[src/rtl/dither_dpwm_param.sv]
// dither_dpwm_param: splits a DW_IN-bit duty command into a DW_OUT-bit integer
// part plus a K-bit fraction, and dithers the integer part by one LSB across a
// 2^K-step frame so a DW_OUT-bit DPWM achieves DW_IN-bit average resolution.
// MODE 0 uses a bit-reversed counter pattern with the command latched at frame
// start; MODE 1 uses a first-order error accumulator fed every step.
module dither_dpwm_param #(
   parameter int DW_IN  = 9,
   parameter int DW_OUT = 6,
   parameter int MODE   = 0
) (
   input  logic              clk_in,
   input  logic              rst_n,
   input  logic              en,
   input  logic              tick,
   input  logic              sync_clr,
   input  logic [DW_IN-1:0]  d_in,
   output logic [DW_OUT-1:0] duty_out,
   output logic              frame_start,
   output logic              sat
);

   localparam int K = DW_IN - DW_OUT;

   logic [K-1:0]      cnt_q, cnt_d;
   logic [K-1:0]      acc_q, acc_d;
   logic [DW_IN-1:0]  d_lat_q, d_lat_d;
   logic [DW_OUT-1:0] duty_q, duty_d;
   logic              fs_q, fs_d;
   logic              sat_q, sat_d;

   // Step datapath signals
   logic [DW_IN-1:0]  d_eff;
   logic [DW_OUT-1:0] int_part;
   logic [K-1:0]      frac;
   logic [K:0]        acc_sum;
   logic              dith_b;
   logic [DW_OUT:0]   sum;

   // Bit reversal spreads the frac ones evenly across the frame
   function automatic logic [K-1:0] bitrev(input logic [K-1:0] v);
      logic [K-1:0] r;
      for (int i = 0; i < K; i++) r[i] = v[K-1-i];
      return r;
   endfunction

   // Dither datapath: effective command, dither bit, saturating sum
   always_comb begin
      // Pattern mode holds the command for the whole frame so the per-frame
      // average is exact; sigma-delta tracks the input every step.
      d_eff    = (MODE == 1 || cnt_q == '0) ? d_in : d_lat_q;
      int_part = d_eff[DW_IN-1:K];
      frac     = d_eff[K-1:0];
      acc_sum  = {1'b0, acc_q} + {1'b0, frac};
      dith_b   = (MODE == 1) ? acc_sum[K] : (bitrev(cnt_q) < frac);
      sum      = {1'b0, int_part} + {{DW_OUT{1'b0}}, dith_b};
   end

   // Next-state: sync_clr beats tick; en low freezes everything
   always_comb begin
      cnt_d   = cnt_q;
      acc_d   = acc_q;
      d_lat_d = d_lat_q;
      duty_d  = duty_q;
      fs_d    = fs_q;
      sat_d   = sat_q;
      if (en) begin
         if (sync_clr) begin
            cnt_d = '0;
            acc_d = '0;
            fs_d  = 1'b0;
         end else if (tick) begin
            if (MODE == 0 && cnt_q == '0) d_lat_d = d_in;
            if (MODE == 1) acc_d = acc_sum[K-1:0];
            if (sum[DW_OUT]) begin
               duty_d = '1;
               sat_d  = 1'b1;
            end else begin
               duty_d = sum[DW_OUT-1:0];
               sat_d  = 1'b0;
            end
            fs_d  = (cnt_q == '0);
            cnt_d = cnt_q + K'(1);
         end else begin
            fs_d = 1'b0;
         end
      end
   end

   // State and output registers
   always_ff @(posedge clk_in or negedge rst_n) begin
      if (!rst_n) begin
         cnt_q   <= '0;
         acc_q   <= '0;
         d_lat_q <= '0;
         duty_q  <= '0;
         fs_q    <= 1'b0;
         sat_q   <= 1'b0;
      end else begin
         cnt_q   <= cnt_d;
         acc_q   <= acc_d;
         d_lat_q <= d_lat_d;
         duty_q  <= duty_d;
         fs_q    <= fs_d;
         sat_q   <= sat_d;
      end
   end

   assign duty_out    = duty_q;
   assign frame_start = fs_q;
   assign sat         = sat_q;

endmodule

[config.mk]
export PLATFORM = sky130hd
export DESIGN_NAME = dither_dpwm_param
export DESIGN_NICKNAME = d
export VERILOG_FILES = /design/src/rtl/dither_dpwm_param.sv
export SDC_FILE = /design/constraint.sdc
export NUM_CORES = 1
export LEC_CHECK = 0
export CAP_MARGIN = 20
export CORE_ASPECT_RATIO = 0.6
export CORE_UTILIZATION = 45
export CTS_CLUSTER_SIZE = 28
export DETAILED_ROUTE_END_ITERATION = 8
export HOLD_SLACK_MARGIN = 0.15
export PLACE_DENSITY = 0.71
export RECOVER_POWER = 25
export REMOVE_ABC_BUFFERS = 1
export SYNTH_ARGS = -nofsm -noshare
export SYNTH_HDL_FRONTEND = slang
export SYNTH_SLANG_ARGS = --single-unit
export TNS_END_PERCENT = 30
[constraint.sdc]
create_clock -name clk_in -period 2.51 [get_ports clk_in]
set_input_delay 0.3765 -clock clk_in [delete_from_list [all_inputs] [get_ports clk_in]]
set_output_delay 0.3765 -clock clk_in [all_outputs]
set_load 0.02 [all_outputs]
==> metrics.md <==
| Metric | Value |
|---|---|
| R2r endpoint | `duty_out[5]` |
| Max FO, Critical Path | `4` |
| Area leader, netlist | `dfrtp_1` |
| Setup ws final | `-0.0185 ns` |
| Final HPWL DP | `a little under 2000 µm` |
| FMAX | `0.395 GHz` |
| Routed wire length | `about 2700 µm` |
| Final Non-Filler Cells | `176` |
| Root Driver | `clkbuf_8` |
| GRT Overall Usage | `a little under a quarter` |
| Initial core utilization | `49.9%` |
| Die height | `~40 µm` |
| Final TNS setup | `-0.0185 ns` |
| Initial antenna violation count | `0` |
| Post-Syn Instances | `roughly 110` |
| CTS Hold Buffers Added | `0` |
| Synth warn | `0` |
| CTS H-tree lvls | `1` |
| Leakage | `0.696 nW` |
| Period utilization | `101%` |
| Clock skew | `0.00914 ns` |
| Violated checks | `negative setup slack` |
| Vias in the first global route | `930` |
| Slowest stage delay, CP | `around 0.40 ns` |
| Clock buffer depth | `2` |
| Commonest non-fill, non-tap cells in the layout | `dfrtp_1, clkdlybuf4s50_1, nand2_1, mux2_2, buf_4` |
| Worst setup SP type | `flop` |
| CP startpoint | `cnt_q[1]` |
| First-pass GRT wire length | `4240 µm` |
| Routability congestion estimate | `between 0.8 and 0.9` |
| Min Hold Slack | `0.482 ns` |
| IO Pins | `22` |
| Antenna cell count | `0` |
| Synth unique cells | `32` |
| IO buf count | `21` |
| TritonCTS clock tree | `yes` |
| Slew headroom | `27.9%` |
| Req. time, crit path | `between 2 and 3 ns` |
| Clk_lat worst skew | `0.26 ns` |
| Largest net degree at the start of global routing | `21` |
| Nets@finish | `between 150 and 200` |
| Final Max Tran Viols | `0` |
| Vias | `974` |
| Chip Width | `66.7 µm` |
| Die ar. | `2720 µm²` |
| Core Region | `2260 µm²` |
| Area contributors post-synth | `dfrtp_1, mux2_2, ha_1, mux2i_1, nand2_1` |
| # setup viols final | `1` |
| RSZ-0062 raised after global routing | `true` |
| Final min period | `2.53 ns` |
| Grt ovf | `0` |
| Peak VDD IR | `approximately 0.00044 V` |
| Placed Cells | `169` |
| Register bit total from synthesis | `20` |
| DRT Pass-1 Iters | `4` |
| P per Cell Area | `roughly 750 nW/µm²` |
| Syn_area_per_cell | `slightly above 10 µm²` |
| Critical path destination | `duty_out[5]` |
| Worst-path clk slew | `0.08 ns` |
| Row count | `13` |
| Final hold vios | `0` |
| Synthesized area | `1130 µm²` |
| Worst Setup Path Type | `flop to flop` |
| Drt drc | `0` |
| Worst min path class | `flop to flop` |
| Overall Power | `1.16 mW` |
| Vias per inst | `between 5 and 6` |
| Sequential area share after synthesis | `44.3%` |
| Antenna viol nets, final | `0` |
| Clk sinks | `20` |
| Worst Path Arrival | `2.71 ns` |
| Crit end category | `flop` |
| Yosys top cell area share | `44.3%` |
| Proportion of layout cells with a drive suffix above 1 | `29.5%` |
| DR iter-0 viols | `36` |
| Most Frequent Cell on Critical Path | `ha_4` |
| WL/cell | `15.3 µm` |
| CP max-delay cell | `dfrtp_1` |
| CP Cell Sequence | `inv_2 -> ha_4 -> nor2b_4 -> mux2i_1 -> ha_1 -> o21ai_1 -> nand2b_1 -> a21oi_2 -> ha_4 -> nand3_2 -> nor2_2 -> a41oi_2 -> a31o_2 -> a31oi_1` |
| Layout area overhead | `37.9%` |
| Reg2Reg Depth | `14` |
| Worst r2r src | `cnt_q[1]` |
| R2r setup slk | `-0.02 ns` |
| Worst Tran Pin Value | `roughly 1.1 ns` |
| Max-Cap Viols | `0` |
| Status | `complete, but fails checks` |
| CTS buffer count | `3` |
stage by stage:
step | setup slack [ns] | utilization, % | instance area, µm²
floorplan | -0.146 | - | 1100
global placement | 0.0330 | 63.1 | 1430
detailed placement | -0.109 | 63.1 | 1430
CTS | -0.0273 | 67.7 | 1530
global route | -0.0718 | 68.8 | 1560
finish | -0.0185 | 68.8 | 1560
registers in the layout (all words and copies together) (netlist names):
name         count
frame_start      1
cnt_q            3
sat              1
d_lat_q          9
duty_out         6
cell usage after synthesis (all sizes together):
cell type	instances
dfrtp	20
nand2	14
mux2	11
nor2	11
o21ai	11
ha	6
mux2i	6
a21oi	5
nand3	5
buf	3
inv	3
a31oi	2
and3	2
nand2b	2
nor2b	2
a21o	1
a22o	1
a31o	1
a41oi	1
and2	1
and2b	1
nand4b	1
xnor2	1
cells by family after synthesis:
group                    Yosys count  synth area share (%)
AND/OR/NAND/NOR                   39                  17.0
AO/OA/AOI/OAI                     22                  11.9
flip-flops                        20                  44.3
multiplexers                      17                  16.3
buffers and inverters              6                  3.10
adder cells (fa/ha/maj)            6                  6.65
XOR/XNOR                           1                 0.776
worst min-delay path by stage:
stage / to / from / cells after the start
2_1_floorplan: cnt_q[0] / rst_n / 0
3_3_place_gp: frame_start / frame_start / 1
3_5_place_dp: frame_start / frame_start / 1
4_1_cts: duty_out[0] / rst_n / 2
5_1_grt: d_lat_q[2] / d_lat_q[2] / 1
6_report: frame_start / frame_start / 1
power breakdown:
| part | switching [mW] | total (mW) | internal, mW |
|---|---|---|---|
| clock | 0.106 | 0.246 | 0.140 |
| sequential | 0.0525 | 0.452 | 0.399 |
| combinational | 0.219 | 0.463 | 0.244 |
| total | 0.378 | 1.16 | 0.783 |
routing by layer:
metal	vias up	track usage (%)	wire length (µm)
met3	6	7.22	174
met4	0	11.2	31
met2	34	39.6	1250
met5	-	0	0
met1	475	27.5	1230
li1	459	-	-
area by class of cell:
cell class | count | area [µm²]
inverter | 3 | 11.3
fill | 173 | 704
clock buffer | 4 | 55.1
sequential | 20 | 500
tap | 30 | 37.5
timing repair buffer | 34 | 308
multi-input combinational | 85 | 644
critical path: cells and delay by family (launching register included):
kind            cells  cell delay, ns
compound gates      5            0.76
fa+ha+maj           3            0.56
simple gates        4            0.44
flops               1            0.40
mux                 1            0.21
buf+inv             1            0.08
timing repair:
action                     in CTS  in global routing
buffers inserted                2                  1
pin swaps                       7                  6
gates resized for setup         9                  5
setup endpoints to repair       5                  7
No activity file was read; power rests on OpenSTA's default activity.
